<file path="config.mk">
export PLATFORM = sky130hd
export DESIGN_NAME = fetch_decode_flat
export DESIGN_NICKNAME = d
export VERILOG_FILES = /design/src/rtl/fetch_decode_if.sv /design/src/rtl/fetch_decode.sv /design/src/flat_wrapper.sv
export SDC_FILE = /design/constraint.sdc
export NUM_CORES = 1
export LEC_CHECK = 0
export ABC_AREA = 0
export CORE_ASPECT_RATIO = 1.5
export CORE_MARGIN = 5
export CORE_UTILIZATION = 40
export DETAILED_ROUTE_END_ITERATION = 8
export GPL_ROUTABILITY_DRIVEN = 0
export PLACE_DENSITY = 0.72
export SYNTH_ARGS = -nofsm -noshare
export SYNTH_HDL_FRONTEND = slang
export SYNTH_SLANG_ARGS = --single-unit
</file>
<file path="constraint.sdc">
create_clock -name clk -period 2.5 [get_ports clk]
set_input_delay 0.5 -clock clk [delete_from_list [all_inputs] [get_ports clk]]
set_output_delay 0.5 -clock clk [all_outputs]
set_load 0.1 [all_outputs]
</file>
<file path="src/rtl/fetch_decode_if.sv">
// Fetch/decode bus bundle: core control inputs, instruction-memory port and issued operand bus.
// Latency: none, pure wiring.
// Backpressure: carries stall/redirect/resume from the core; imem data returns one cycle after imem_rd.
interface fetch_decode_if;
  logic        start;
  logic        stall;
  logic        resume;
  logic        redirect;
  logic [31:0] redirect_pc;
  logic        imem_rd;
  logic [31:0] imem_addr;
  logic [31:0] imem_rdata;
  logic [31:0] opcode;
  logic [31:0] oprand1;
  logic [31:0] oprand2;
  logic [31:0] oprand3;
  logic        issue_valid;
  logic [31:0] pc;
  logic        halted;

  // Block side: owns the memory request and the issued operand bus
  modport master (
    input  start, stall, resume, redirect, redirect_pc, imem_rdata,
    output imem_rd, imem_addr, opcode, oprand1, oprand2, oprand3, issue_valid, pc, halted
  );

  // Core/memory side
  modport slave (
    output start, stall, resume, redirect, redirect_pc, imem_rdata,
    input  imem_rd, imem_addr, opcode, oprand1, oprand2, oprand3, issue_valid, pc, halted
  );
endinterface

</file>
<file path="src/rtl/fetch_decode.sv">
// Instruction fetch + decode: reads one word per instruction, splits it into opcode/operands, holds it on the core bus.
// Latency: FETCH, WAIT, then HOLD_CYCLES of ISSUE (period HOLD_CYCLES+2); FETCH_DECODE_PREFETCH_EN adds a one-entry prefetch buffer for back-to-back issue.
// Backpressure: stall freezes ISSUE (counter, outputs, state); redirect overrides everything outside IDLE; SVC parks in HALT until resume.
module fetch_decode #(
  parameter logic [31:0] RESET_PC    = 32'h0,
  parameter int unsigned HOLD_CYCLES = 2
) (
  input logic            clk,
  input logic            rst_n,
  fetch_decode_if.master bus
);

  typedef enum logic [2:0] {IDLE, FETCH, WAIT, ISSUE, HALT} state_t;

  typedef struct packed {
    logic [31:0] opcode;
    logic [31:0] oprand1;
    logic [31:0] oprand2;
    logic [31:0] oprand3;
  } dec_t;

  localparam logic [3:0]  HOLD   = 4'(HOLD_CYCLES);
  localparam logic [11:0] SVC_OP = 12'hEF0;

  // Field split: top 12 bits are the opcode, Rd/Rn nibbles, and either an 8-bit immediate or Rm
  function automatic dec_t decode(input logic [31:0] w);
    dec_t d;
    d.opcode  = {20'b0, w[31:20]};
    d.oprand1 = {28'b0, w[15:12]};
    d.oprand3 = {28'b0, w[19:16]};
    d.oprand2 = w[25] ? {24'b0, w[7:0]} : {28'b0, w[3:0]};
    return d;
  endfunction

  state_t      state;
  logic [31:0] pc_q;       // address of the word being fetched/issued
  logic [3:0]  cnt;        // remaining non-stalled issue cycles
  logic        imem_rd;
  logic [31:0] imem_addr;
  dec_t        dec_q;
  logic [31:0] pc_out;
  logic        issue_valid;
  logic        halted;
  dec_t        dec_w;
  logic        is_svc;

  assign dec_w  = decode(bus.imem_rdata);
  assign is_svc = (dec_q.opcode[11:0] == SVC_OP);

`ifdef FETCH_DECODE_PREFETCH_EN
  logic        pf_req;     // prefetch read issued this cycle
  logic        pf_cap;     // prefetch data on imem_rdata this cycle
  logic        pf_vld;     // pf_word holds the next instruction
  logic [31:0] pf_word;
  dec_t        pf_dec;

  // Returning data is newer than anything buffered, so it wins when both exist
  assign pf_dec = decode(pf_cap ? bus.imem_rdata : pf_word);
`endif

  // Sequencer: fetch, wait for read data, decode, hold the issue, then advance, halt or follow a redirect
  always_ff @(posedge clk or negedge rst_n) begin
    if (!rst_n) begin
      state       <= IDLE;
      pc_q        <= RESET_PC;
      cnt         <= '0;
      imem_rd     <= 1'b0;
      imem_addr   <= '0;
      dec_q       <= '0;
      pc_out      <= '0;
      issue_valid <= 1'b0;
      halted      <= 1'b0;
`ifdef FETCH_DECODE_PREFETCH_EN
      pf_req      <= 1'b0;
      pf_cap      <= 1'b0;
      pf_vld      <= 1'b0;
      pf_word     <= '0;
`endif
    end else begin
      imem_rd <= 1'b0;
`ifdef FETCH_DECODE_PREFETCH_EN
      pf_req <= 1'b0;
      pf_cap <= pf_req;
      // Capture is independent of stall so the returning word is never lost
      if (pf_cap) begin
        pf_word <= bus.imem_rdata;
        pf_vld  <= 1'b1;
      end
`endif
      if (state != IDLE && bus.redirect) begin
        state       <= FETCH;
        pc_q        <= bus.redirect_pc;
        imem_rd     <= 1'b1;
        imem_addr   <= bus.redirect_pc;
        issue_valid <= 1'b0;
        halted      <= 1'b0;
`ifdef FETCH_DECODE_PREFETCH_EN
        pf_cap      <= 1'b0;
        pf_vld      <= 1'b0;
`endif
      end else begin
        case (state)
          IDLE: begin
            if (bus.start) begin
              state     <= FETCH;
              imem_rd   <= 1'b1;
              imem_addr <= pc_q;
            end
          end
          FETCH: state <= WAIT;
          WAIT: begin
            dec_q       <= dec_w;
            pc_out      <= pc_q;
            issue_valid <= 1'b1;
            cnt         <= HOLD;
            state       <= ISSUE;
`ifdef FETCH_DECODE_PREFETCH_EN
            pf_vld <= 1'b0;
            if (dec_w.opcode[11:0] != SVC_OP) begin
              imem_rd   <= 1'b1;
              imem_addr <= pc_q + 32'd4;
              pf_req    <= 1'b1;
            end
`endif
          end
          ISSUE: begin
            if (!bus.stall) begin
              if (cnt > 4'd1) begin
                cnt <= cnt - 4'd1;
              end else if (is_svc) begin
                state       <= HALT;
                halted      <= 1'b1;
                issue_valid <= 1'b0;
`ifdef FETCH_DECODE_PREFETCH_EN
                pf_cap      <= 1'b0;
                pf_vld      <= 1'b0;
`endif
              end else begin
                pc_q <= pc_q + 32'd4;
`ifdef FETCH_DECODE_PREFETCH_EN
                if (pf_cap || pf_vld) begin
                  dec_q  <= pf_dec;
                  pc_out <= pc_q + 32'd4;
                  cnt    <= HOLD;
                  pf_vld <= 1'b0;
                  if (pf_dec.opcode[11:0] != SVC_OP) begin
                    imem_rd   <= 1'b1;
                    imem_addr <= pc_q + 32'd8;
                    pf_req    <= 1'b1;
                  end
                end else if (pf_req) begin
                  // Prefetch read still in flight: its data lands during WAIT
                  state       <= WAIT;
                  issue_valid <= 1'b0;
                end else begin
                  state       <= FETCH;
                  imem_rd     <= 1'b1;
                  imem_addr   <= pc_q + 32'd4;
                  issue_valid <= 1'b0;
                end
`else
                state       <= FETCH;
                imem_rd     <= 1'b1;
                imem_addr   <= pc_q + 32'd4;
                issue_valid <= 1'b0;
`endif
              end
            end
          end
          HALT: begin
            if (bus.resume) begin
              halted    <= 1'b0;
              pc_q      <= pc_q + 32'd4;
              state     <= FETCH;
              imem_rd   <= 1'b1;
              imem_addr <= pc_q + 32'd4;
            end
          end
          default: state <= IDLE;
        endcase
      end
    end
  end

  assign bus.imem_rd     = imem_rd;
  assign bus.imem_addr   = imem_addr;
  assign bus.opcode      = dec_q.opcode;
  assign bus.oprand1     = dec_q.oprand1;
  assign bus.oprand2     = dec_q.oprand2;
  assign bus.oprand3     = dec_q.oprand3;
  assign bus.pc          = pc_out;
  assign bus.issue_valid = issue_valid;
  assign bus.halted      = halted;

endmodule

</file>
<file path="src/flat_wrapper.sv">
// flat-port wrapper written by rule: the top's interface ports become plain ports
module fetch_decode_flat 
#(
  parameter logic [31:0] RESET_PC    = 32'h0,
  parameter int unsigned HOLD_CYCLES = 2
)
  (clk, rst_n, bus_start, bus_stall, bus_resume, bus_redirect, bus_redirect_pc, bus_imem_rdata, bus_imem_rd, bus_imem_addr, bus_opcode, bus_oprand1, bus_oprand2, bus_oprand3, bus_issue_valid, bus_pc, bus_halted);
  fetch_decode_if bus_i ();
  input logic clk;
  input logic rst_n;
  input wire logic [$bits(bus_i.start)-1:0] bus_start;
  input wire logic [$bits(bus_i.stall)-1:0] bus_stall;
  input wire logic [$bits(bus_i.resume)-1:0] bus_resume;
  input wire logic [$bits(bus_i.redirect)-1:0] bus_redirect;
  input wire logic [$bits(bus_i.redirect_pc)-1:0] bus_redirect_pc;
  input wire logic [$bits(bus_i.imem_rdata)-1:0] bus_imem_rdata;
  output wire logic [$bits(bus_i.imem_rd)-1:0] bus_imem_rd;
  output wire logic [$bits(bus_i.imem_addr)-1:0] bus_imem_addr;
  output wire logic [$bits(bus_i.opcode)-1:0] bus_opcode;
  output wire logic [$bits(bus_i.oprand1)-1:0] bus_oprand1;
  output wire logic [$bits(bus_i.oprand2)-1:0] bus_oprand2;
  output wire logic [$bits(bus_i.oprand3)-1:0] bus_oprand3;
  output wire logic [$bits(bus_i.issue_valid)-1:0] bus_issue_valid;
  output wire logic [$bits(bus_i.pc)-1:0] bus_pc;
  output wire logic [$bits(bus_i.halted)-1:0] bus_halted;
  assign bus_i.start = bus_start;
  assign bus_i.stall = bus_stall;
  assign bus_i.resume = bus_resume;
  assign bus_i.redirect = bus_redirect;
  assign bus_i.redirect_pc = bus_redirect_pc;
  assign bus_i.imem_rdata = bus_imem_rdata;
  assign bus_imem_rd = bus_i.imem_rd;
  assign bus_imem_addr = bus_i.imem_addr;
  assign bus_opcode = bus_i.opcode;
  assign bus_oprand1 = bus_i.oprand1;
  assign bus_oprand2 = bus_i.oprand2;
  assign bus_oprand3 = bus_i.oprand3;
  assign bus_issue_valid = bus_i.issue_valid;
  assign bus_pc = bus_i.pc;
  assign bus_halted = bus_i.halted;
  fetch_decode #(.RESET_PC(RESET_PC), .HOLD_CYCLES(HOLD_CYCLES)) u_core (.clk(clk), .rst_n(rst_n), .bus(bus_i));
endmodule
</file>
==> out/results.tsv, run 1 <==
metric	value	unit
status	finished, final reports clean	
dp.cells	1220	
root_buffer	clkbuf_16	
met1_usage	21.6	%
grt_pass1_vias	6569	
drv_cap	0	
r2r-start	u_core.pc_q[3]	
yosysTopAreaCell	dfrtp_1	
htreeDepth	4	
drt_wl_total	22800	um
seqCellArea	3360	um^2
yosysWarnings	0	
die-area	22600	um^2
synthTopCellsByCount	dfrtp_1 (134), buf_4 (104), nor2_1 (67)	
clk_pin_slew	0.06	ns
synth-async-reset-ratio	100	%
port_buffers	160	
synth.cell_area	7860	um^2
cts_made_buffers	17	
synth_seq_cells	134	
hold_slack	0.0351	ns
filler_cell_count	1709	
area.growth.synth_to_final	30.3	%
synth_edf_count	0	
tns	0	ns
stdcell_area	10200	um^2
grt.met2_usage	36.1	%
finalSetupViolCount	0	
path_class	register to register	
hp-class	primary input to asynchronous set/reset pin	
synth_cell_type_count	75	
track_usage	19.6	%
clock.fmax	421	MHz
ys_seq_area_share	42.7	%
antenna_found_initial	1	
required	2.80	ns
rsz0062_at_grt	no	
end_kind	register	
cts_setup_buffers	0	
grt_max_degree	55	
grt_busiest_layer	met2	
syn_area_per_cell	9.76	um^2
cts_tree	done	
grt_overflow	0	
synth_top_area_share	42.7	%
placed_cell_area	9570	um^2
fp-row-count	62	
multi_input_area	3810	um^2
antenna_left	0	
ctsHoldBuffers	0	
vias_per_cell	5.42	
cts_resized	0	
synthCells	805	
io-pin-count	265	
tightest_slew	0.541	ns
fin_crit	2.37	ns
cts.sinks	134	
die_x	124	um
die_y	182	um
fin_skew	0.00972	ns
core_region_area	19200	um^2
yosysMostFrequentCell	dfrtp_1	
arrival	2.67	ns
synth_area_leaders	dfrtp_1 (43%), buf_4 (9.9%), mux2_2 (8.5%), nor2_1 (3.2%), nand2_1 (1.9%)	
slew_headroom	63.9	%
slew_viol_final	0	
drt_pass1_iterations	5	
drc	0	
drive_above_1_share	29.0	%
vias	6790	
start_util	40.8	%
met3_usage	4.14	%
critPathLaunch	u_core.pc_q[3]	
avgRoutedWirePerCell	18.2	um
instances_no_fill	1253	
cp-start-kind	register	
r2r_cells	7	
clkLatencyLatePin	0.43	ns
dp_hpwl	17100	um
cts_buffer_depth	2	
hold_viol	0	
synthFlopType	dfrtp_1	
finalCritPeriodShare	95.0	%
drtIter0Drc	444	
crit_fanout	5	
fin_nets	1056	
grt_pass1_wl	35800	um
## logic make-up (layout without fill, tap and decap cells)
family | Yosys count | in the layout | share of synthesized area, %
AOI/OAI and AO/OA | 183 | 183 | 17.3
buffers and inverters | 183 | 275 | 14.2
xor gates and xnor gates | 10 | 10 | 1.12
muxes | 64 | 64 | 9.10
DFF | 134 | 134 | 42.7
and+or+nand+nor | 227 | 227 | 15.1
adders and majority gates | 3 | 3 | 0.478
other | 1 | 101 | 0.0477
## per-layer routing
metal  wire length (um)  share of wire, %
met4                614               2.7
met1               8240                36
met3               1570               6.9
met5                  0                 0
met2              12400                54
## critical path, cell delays in order, from the launching register on
cell       delay, ns
dfrtp_1         0.48
ha_1            0.22
nand4_1         0.24
buf_4           0.23
nor2_1          0.29
nand3_1         0.22
a2111oi_0       0.47
o2bb2ai_1       0.10
## state kept, by name, indices dropped and copies added, names as in the netlist
name,cells
u_core.bus.pc,32
u_core.bus.oprand2,8
u_core.bus.oprand3,4
u_core.cnt,4
u_core.bus.imem_addr,32
u_core.bus.imem_rd,1
u_core.pc_q,32
u_core.state,3
u_core.bus.issue_valid,1
u_core.bus.oprand1,4
u_core.bus.halted,1
u_core.bus.opcode,12
## final cells by class
class | instances | share of cell area, %
clock buffer | 19 | 4.42
sequential | 134 | 32.8
multi-input combinational | 587 | 37.2
clock inverter | 13 | 1.88
antenna | 1 | 0.0244
timing repair buffer | 229 | 20.0
tap | 256 | 3.13
inverter | 14 | 0.513
## worst paths after layout
check	to	slack (ns)
worst max-delay path	u_core.pc_q[24]	0.13
worst min-delay path	u_core.bus.pc[8]	0.04
worst max register to register	u_core.pc_q[24]	0.13
worst min register to register	u_core.bus.imem_addr[4]	0.48
max in group asynchronous	u_core.bus.pc[29]	1.82
min in group clk	u_core.bus.imem_addr[4]	0.48
## metrics by stage
stage	utilization, %	worst slack, ns
2_1_floorplan	-	0.108
3_3_place_gp	49.7	-0.0215
3_5_place_dp	49.7	-0.0313
4_1_cts	53.1	0.140
5_1_grt	53.2	0.0168
6_report	53.2	0.126
## cell usage in the layout, fill, tap and decap left out, types with 7 or more instances in the layout
| cell | count |
|---|---|
| buf_12 | 13 |
| a2111oi_0 | 13 |
| a21oi_1 | 27 |
| a2bb2oi_1 | 15 |
| mux2_2 | 59 |
| o22a_1 | 11 |
| nand3_1 | 25 |
| o31ai_1 | 8 |
| conb_1 | 100 |
| a31oi_1 | 16 |
| dfrtp_1 | 129 |
| nand4_1 | 16 |
| nand2_1 | 38 |
| and3_1 | 10 |
| nor4_1 | 17 |
| xor2_1 | 8 |
| nor2_1 | 66 |
| nor3_1 | 7 |
| or3_1 | 14 |
| o21ai_0 | 25 |
| clkbuf_16 | 17 |
| clkdlybuf4s50_1 | 64 |
| a221oi_1 | 10 |
| o22ai_1 | 10 |
| buf_4 | 151 |
| inv_1 | 14 |
Power of run 1 is not shown: default switching activity piles up to over one toggle a cycle in this logic, so the estimate is an artifact.
==> run 2: changes to the inputs <==
--- a/config.mk
+++ b/config.mk
@@ -6,11 +6,13 @@
 export NUM_CORES = 1
 export LEC_CHECK = 0
 export ABC_AREA = 0
+export CAP_MARGIN = 10
 export CORE_ASPECT_RATIO = 1.5
 export CORE_MARGIN = 5
 export CORE_UTILIZATION = 40
 export DETAILED_ROUTE_END_ITERATION = 8
 export GPL_ROUTABILITY_DRIVEN = 0
+export GPL_TIMING_DRIVEN = 0
 export PLACE_DENSITY = 0.72
 export SYNTH_ARGS = -nofsm -noshare
 export SYNTH_HDL_FRONTEND = slang
==> run 2 against run 1 <==
The run now ends with hold timing left. First-iteration DRC count grew 28%. Via count increased by 8.4%. Non-clock buffer count increased by 105. Die area unchanged. Worst setup slack worse by 0.11 ns. Clock skew about the same. Register-to-register slack got worse by 0.09 ns. Clock-buffer cell count up 5. Core utilization up 4.1 points. Fmax down 4.4%. Cell count is 8.5% higher.
==> out/results.tsv, run 2 (synthesized netlist as in run 1, its figures left out) <==
metric	value	unit
drt_pass1_iterations	8	
clk_pin_slew	0.06	ns
area.growth.synth_to_final	40.4	%
slew_viol_final	0	
vias_per_cell	5.42	
cts_made_buffers	17	
grt_pass1_wl	40600	um
drc	0	
antenna_left	0	
vias	7359	
io-pin-count	265	
die-area	22600	um^2
die_y	182	um
slowest_stage	clkdlybuf4s50_1	
required	2.78	ns
clkLatencyLatePin	0.42	ns
dp_hpwl	19300	um
avgRoutedWirePerCell	19.5	um
tns	0	ns
die_x	124	um
cts.sinks	134	
drtIter0Drc	568	
grt_pass1_vias	7334	
hold_viol	1	
status	finished with violations	
cts_buffer_depth	2	
cts_tree	done	
critPathMostFrequentCell	buf_2	
final_common_cell	clkdlybuf4s50_1	
clock.fmax	403	MHz
instances_no_fill	1359	
ctsHoldBuffers	0	
violations	hold timing	
path_class	primary input to register	
core_region_area	19200	um^2
drv_cap	0	
crit_fanout	10	
track_usage	22.6	%
tightest_slew	1.02	ns
grt_max_degree	91	
port_buffers	160	
htreeDepth	4	
fin_skew	0.00939	ns
slowest_delay	0.50	ns
hp-class	primary input to asynchronous set/reset pin	
finalSetupViolCount	0	
end_kind	register	
root_buffer	clkbuf_16	
dp.cells	1321	
hold_slack	-0.00124	ns
drt_wl_total	26400	um
fp-row-count	62	
drive_above_1_share	25.9	%
fin_nets	1162	
arrival	2.77	ns
grt_overflow	0	
cp-start-kind	primary input	
slew_headroom	31.6	%
fin_crit	2.48	ns
start_util	40.8	%
layout_common_cells	clkdlybuf4s50_1 (155), dfrtp_1 (127), buf_4 (114)	
finalCritPeriodShare	99.4	%
antenna_found_initial	1	
crit_chain	clkdlybuf4s50_1, clkbuf_4, clkinvlp_4, nor2_4, nor2_1, buf_2, buf_2, a222oi_1, a21oi_1	
run 2: worst paths after layout:
| kind | slack, ns | startpoint | cells after the start | to |
|---|---|---|---|---|
| max | 0.02 | bus_redirect | 9 | u_core.bus.imem_addr[13] |
| min | -0.001 | rst_n | 1 | u_core.bus.pc[8] |
| max reg2reg | 0.04 | u_core.state[1] | 6 | u_core.bus.imem_addr[4] |
| min reg2reg | 0.49 | u_core.bus.issue_valid | 1 | u_core.bus.issue_valid |
| max in group asynchronous | 1.68 | rst_n | 2 | u_core.bus.opcode[3] |
| min in group clk | 0.49 | u_core.bus.issue_valid | 1 | u_core.bus.issue_valid |
run 2: layer usage:
metal	global-route usage, %	share of wire [%]
met5	0	0
met3	5.64	8.0
met4	11.5	5.5
met1	24.6	36
met2	40.4	51
run 2: layout make-up:
cell class	count	area (um^2)
inverter	14	56.3
multi-input combinational	588	3890
tap	256	320
timing repair buffer	169	1700
buffer	165	1100
antenna	1	2.50
clock buffer	24	472
clock inverter	8	124
fill	1730	8210
sequential	134	3360
run 2: metrics by stage:
stage	area [um^2]	worst slack, ns	utilization (%)
3_3_place_gp	10200	-5.17	52.8
3_5_place_dp	10200	-1.06	52.9
4_1_cts	10900	-0.106	56.5
2_1_floorplan	8230	0.108	-
5_1_grt	11000	-0.0117	57.3
6_report	11000	0.0158	57.3
run 2: what timing repair did:
action                     in CTS  in global routing
pin swaps                       1                  7
gates cloned                    0                  1
resized for setup              27                 49
setup endpoints to repair     120                 81
buffers inserted                1                  7
run 2: worst max-delay path, delay by kind of cell:
family,cells,cell delay (ns)
buf+inv,5,1.39
compound gates,2,0.57
simple gates,2,0.30
Power of run 2 is left out for the same reason.
==> run 3: changes to the inputs <==
--- a/config.mk
+++ b/config.mk
@@ -6,7 +6,7 @@
 export NUM_CORES = 1
 export LEC_CHECK = 0
 export ABC_AREA = 0
-export CAP_MARGIN = 10
+export CAP_MARGIN = 15
 export CORE_ASPECT_RATIO = 1.5
 export CORE_MARGIN = 5
 export CORE_UTILIZATION = 40
==> run 3 against run 2 <==
The run still ends with hold timing left. Critical path type unchanged. Fmax unchanged. Clock skew unchanged. Critical path depth unchanged. Highest routed layer unchanged.
==> out/results.tsv, run 3 (synthesized netlist as in run 1, its figures left out) <==
metric	value	unit
status	finished with violations	
violations	hold timing	
critPathLaunch	bus_redirect	
avgRoutedWirePerCell	19.5	um
hold_viol	1	
ctsHoldBuffers	0	
tightest_slew	1.02	ns
path_class	primary input to register	
drtIter0Drc	568	
start_util	40.8	%
tns	0	ns
seqCellArea	3360	um^2
reg2reg_to	u_core.bus.imem_addr[4]	
grt_pass1_wl	40600	um
critPathMostFrequentCell	buf_2	
vias	7359	
crit_chain	clkdlybuf4s50_1, clkbuf_4, clkinvlp_4, nor2_4, nor2_1, buf_2, buf_2, a222oi_1, a21oi_1	
slowest_delay	0.50	ns
antenna_left	0	
final_common_cell	clkdlybuf4s50_1	
grt_max_degree	91	
grt_overflow	0	
end_kind	register	
cts_made_buffers	17	
fin_crit	2.48	ns
r2r_cells	6	
filler_cell_count	1730	
cts_buffer_depth	2	
layout_common_cells	clkdlybuf4s50_1 (155), dfrtp_1 (127), buf_4 (114)	
cp_num_buf_inv	5	
die-area	22600	um^2
required	2.78	ns
fp-row-count	62	
antenna_found_initial	1	
clk_pin_slew	0.06	ns
r2r_setup_slack	0.04	ns
critical_path_depth	9	
cp_top_family	buffers and inverters	
fin_nets	1162	
drt_pass1_iterations	8	
crit_fanout	10	
clkLatencyLatePin	0.42	ns
cts.sinks	134	
drive_above_1_share	25.9	%
multi_input_area	3890	um^2
drc	0	
drt_wl_total	26400	um
cts_tree	done	
finalSetupViolCount	0	
r2r-start	u_core.state[1]	
die_y	182	um
slowest_stage	clkdlybuf4s50_1	
slew_headroom	31.6	%
hp-class	primary input to asynchronous set/reset pin	
root_buffer	clkbuf_16	
fin_skew	0.00939	ns
slew_viol_final	0	
vias_per_cell	5.42	
io-pin-count	265	
htreeDepth	4	
hold_slack	-0.00124	ns
area.growth.synth_to_final	40.4	%
grt_pass1_vias	7334	
dp_hpwl	19300	um
finalCritPeriodShare	99.4	%
port_buffers	160	
track_usage	22.6	%
arrival	2.77	ns
core_region_area	19200	um^2
die_x	124	um
worstSetupEndpoint	u_core.bus.imem_addr[13]	
drv_cap	0	
cp-start-kind	primary input	
clock.fmax	403	MHz
-- run 3: cell counts in the layout (fill, tap and decap cells not counted) --
No cell type changed its count.
-- run 3: final cells by class --
class,count,area share (%)
Antenna cell,1,0.0227
Buffer,165,10.0
Clock buffer,24,4.28
Clock inverter,8,1.12
Inverter,14,0.511
Multi-Input combinational cell,588,35.2
Sequential cell,134,30.5
Tap cell,256,2.90
Timing Repair Buffer,169,15.4
-- run 3: worst min-delay path by stage --
stage          slack [ns]               startpoint                 endpoint
6_report           -0.001                    rst_n         u_core.bus.pc[8]
5_1_grt              0.03                    rst_n         u_core.bus.pc[8]
4_1_cts              0.02                    rst_n         u_core.bus.pc[8]
3_5_place_dp         0.46                    rst_n         u_core.bus.pc[8]
3_3_place_gp         0.47  u_core.bus.imem_addr[6]  u_core.bus.imem_addr[6]
2_1_floorplan        0.20                    rst_n        u_core.bus.halted
-- run 3: per-layer routing --
layer	share of wire, %	up-vias	global-route usage [%]
met1	36	3466	24.6
li1	-	3330	-
met3	8.0	104	5.64
met5	0	-	0
met2	51	459	40.4
met4	5.5	0	11.5
-- run 3: repair_timing --
item / CTS / global route
setup endpoints to repair: 120 / 81
setup buffers: 1 / 7
resized for setup: 27 / 49
pin swaps: 1 / 7
gates cloned: 0 / 1
-- run 3: metrics by stage --
step           util [%]  cell area, um^2  worst slack [ns]  std cells
2_1_floorplan         -             8230             0.108        904
3_3_place_gp       52.8            10200             -5.17       1320
3_5_place_dp       52.9            10200             -1.06       1321
4_1_cts            56.5            10900            -0.106       1353
5_1_grt            57.3            11000           -0.0117       1359
6_report           57.3            11000            0.0158       1359
Power of run 3 is left out for the same reason.
==> patch: new RTL, flow settings as in run 2 <==
The 5 states of `state_t` get a one-hot encoding in 5 bits.
--- a/src/rtl/fetch_decode.sv
+++ b/src/rtl/fetch_decode.sv
@@ -11,5 +11,5 @@
 );
 
-  typedef enum logic [2:0] {IDLE, FETCH, WAIT, ISSUE, HALT} state_t;
+  typedef enum logic [4:0] {IDLE = 5'b00001, FETCH = 5'b00010, WAIT = 5'b00100, ISSUE = 5'b01000, HALT = 5'b10000} state_t;
 
   typedef struct packed {
Check against the original RTL: same outputs for any inputs over 4 cycles, from zero or initial values and one cycle with rst_n low; so few cycles prove little.
==> patch against run 2 <==
- sequential cell count up 2
- die area grew 0.40%
- fmax up 0.68%
- wire length rose by 4.4%
- final area increased by 1.1%
- synthesized area grew 0.43%
- setup slack improved by 0.017 ns
- count of clock-buffer cells in the layout shrank 6
- critical path type is now reg -> out
==> patch: results (changes against run 2) <==
\begin{tabular}{lr}
\hline
Metric & Value \\
\hline
\multicolumn{2}{l}{\textbf{Detailed routing}} \\
Detailed-route wire length per cell & 18.7 µm (-4.0\%) \\
Detailed-router iteration count before antenna repair & 6 (-2) \\
Drt first-iter violations & 667 (+17\%) \\
Average via count per standard cell & 5.32 (-1.7\%) \\
\multicolumn{2}{l}{\textbf{Status}} \\
Status & complete, no violations \\
\multicolumn{2}{l}{\textbf{Final layout}} \\
Nets & 1,279 (+10\%) \\
Final sequential cell count & 136 (+1.5\%) \\
Multi-input gate area & 3950 µm² (+1.5\%) \\
Relative area of non-clock buffer cells in the final design & 0.254 (-0.000804) \\
Post-route insts no fill & 1,479 (+8.8\%) \\
Multi-In Gates & 709 (+21\%) \\
Number of clock buffer instances in the layout & 18 (-25\%) \\
Clock network area share & 0.0539 (-0.000151) \\
Filler Cell Count & 1,804 (+4.3\%) \\
Count of antenna diodes in the layout & 0 (-1) \\
Share of layout cells above drive strength 1 & 0.193 (-0.0658) \\
Sequential share of cell area & 0.306 (+0.00144) \\
\multicolumn{2}{l}{\textbf{Place}} \\
Worst setup slack before clock tree synthesis & -1.02 ns (+0.0438 ns) \\
Placed Cells & 1,442 (+9.2\%) \\
Post-DP HPWL & 20,100 µm (+4.2\%) \\
\multicolumn{2}{l}{\textbf{Logic synthesis}} \\
Cell types with the largest area share after synthesis & sky130\_fd\_sc\_hd\_\_dfrtp\_1 43\%, sky130\_fd\_sc\_hd\_\_nand2\_1 10\%, sky130\_fd\_sc\_hd\_\_buf\_4 9.5\% \\
Adder-cell share of the synthesized area & 0.00476 (-0.0000205) \\
Fraction of the mapped netlist area in compound gates & 0.150 (-0.0226) \\
Top post-synthesis cells by count & 216 x sky130\_fd\_sc\_hd\_\_nand2\_1, 135 x sky130\_fd\_sc\_hd\_\_dfrtp\_1, 100 x sky130\_fd\_sc\_hd\_\_buf\_4 \\
Post-synthesis mux area share & 0.0306 (-0.0603) \\
\multicolumn{2}{l}{\textbf{Setup path}} \\
Arrival time reported for the critical path endpoint & 1.97 ns (-0.80 ns) \\
Critical path's largest stage delay & 1.15 ns (+0.65 ns) \\
Critical path peak fanout & 2 (-8) \\
\multicolumn{2}{l}{\textbf{STA}} \\
Clock skew & 0.0133 ns (+0.00388 ns) \\
\multicolumn{2}{l}{\textbf{Pwr}} \\
Total chip power & approximately 17 mW \\
\multicolumn{2}{l}{\textbf{CTS}} \\
Post-CTS Setup Inserts & 8 (+7) \\
\multicolumn{2}{l}{\textbf{Global route}} \\
Global-route wire length before repair & 42,700 µm (+5.0\%) \\
Antenna violations before repair & 0 (-1) \\
Global-route total usage across every layer & 0.238 (+0.0121) \\
Largest net degree at the start of global routing & 80 (-12\%) \\
\hline
\end{tabular}
patch: final timing paths:
kind                                                       from  cells after the start                              endpoint  slack, ns
min in group clk                     u_core.pc_q[0]$_DFFE_PN0P_                      2          u_core.bus.pc[0]$_DFFE_PN0P_       0.47
max in group asynchronous                                 rst_n                      2      u_core.bus.opcode[8]$_DFFE_PN0P_       1.64
max                        u_core.bus.imem_addr[28]$_DFFE_PN0P_                      1                     bus_imem_addr[28]       0.03
min reg2reg                          u_core.pc_q[0]$_DFFE_PN0P_                      2          u_core.bus.pc[0]$_DFFE_PN0P_       0.47
max reg2reg                    u_core.bus.opcode[1]$_DFFE_PN0P_                      8  u_core.bus.imem_addr[23]$_DFFE_PN0P_       0.05
min                                                       rst_n                      1         u_core.bus.halted$_DFFE_PN0P_       0.03
patch: metal layers:
layer  global-route usage  up-vias  routed length (µm)
li1                     -     3605                   -
met3               0.0656      132                2760
met5                    0        -                   0
met1                0.269     3611                9690
met2                0.404      525               13500
met4                0.133        0                1650
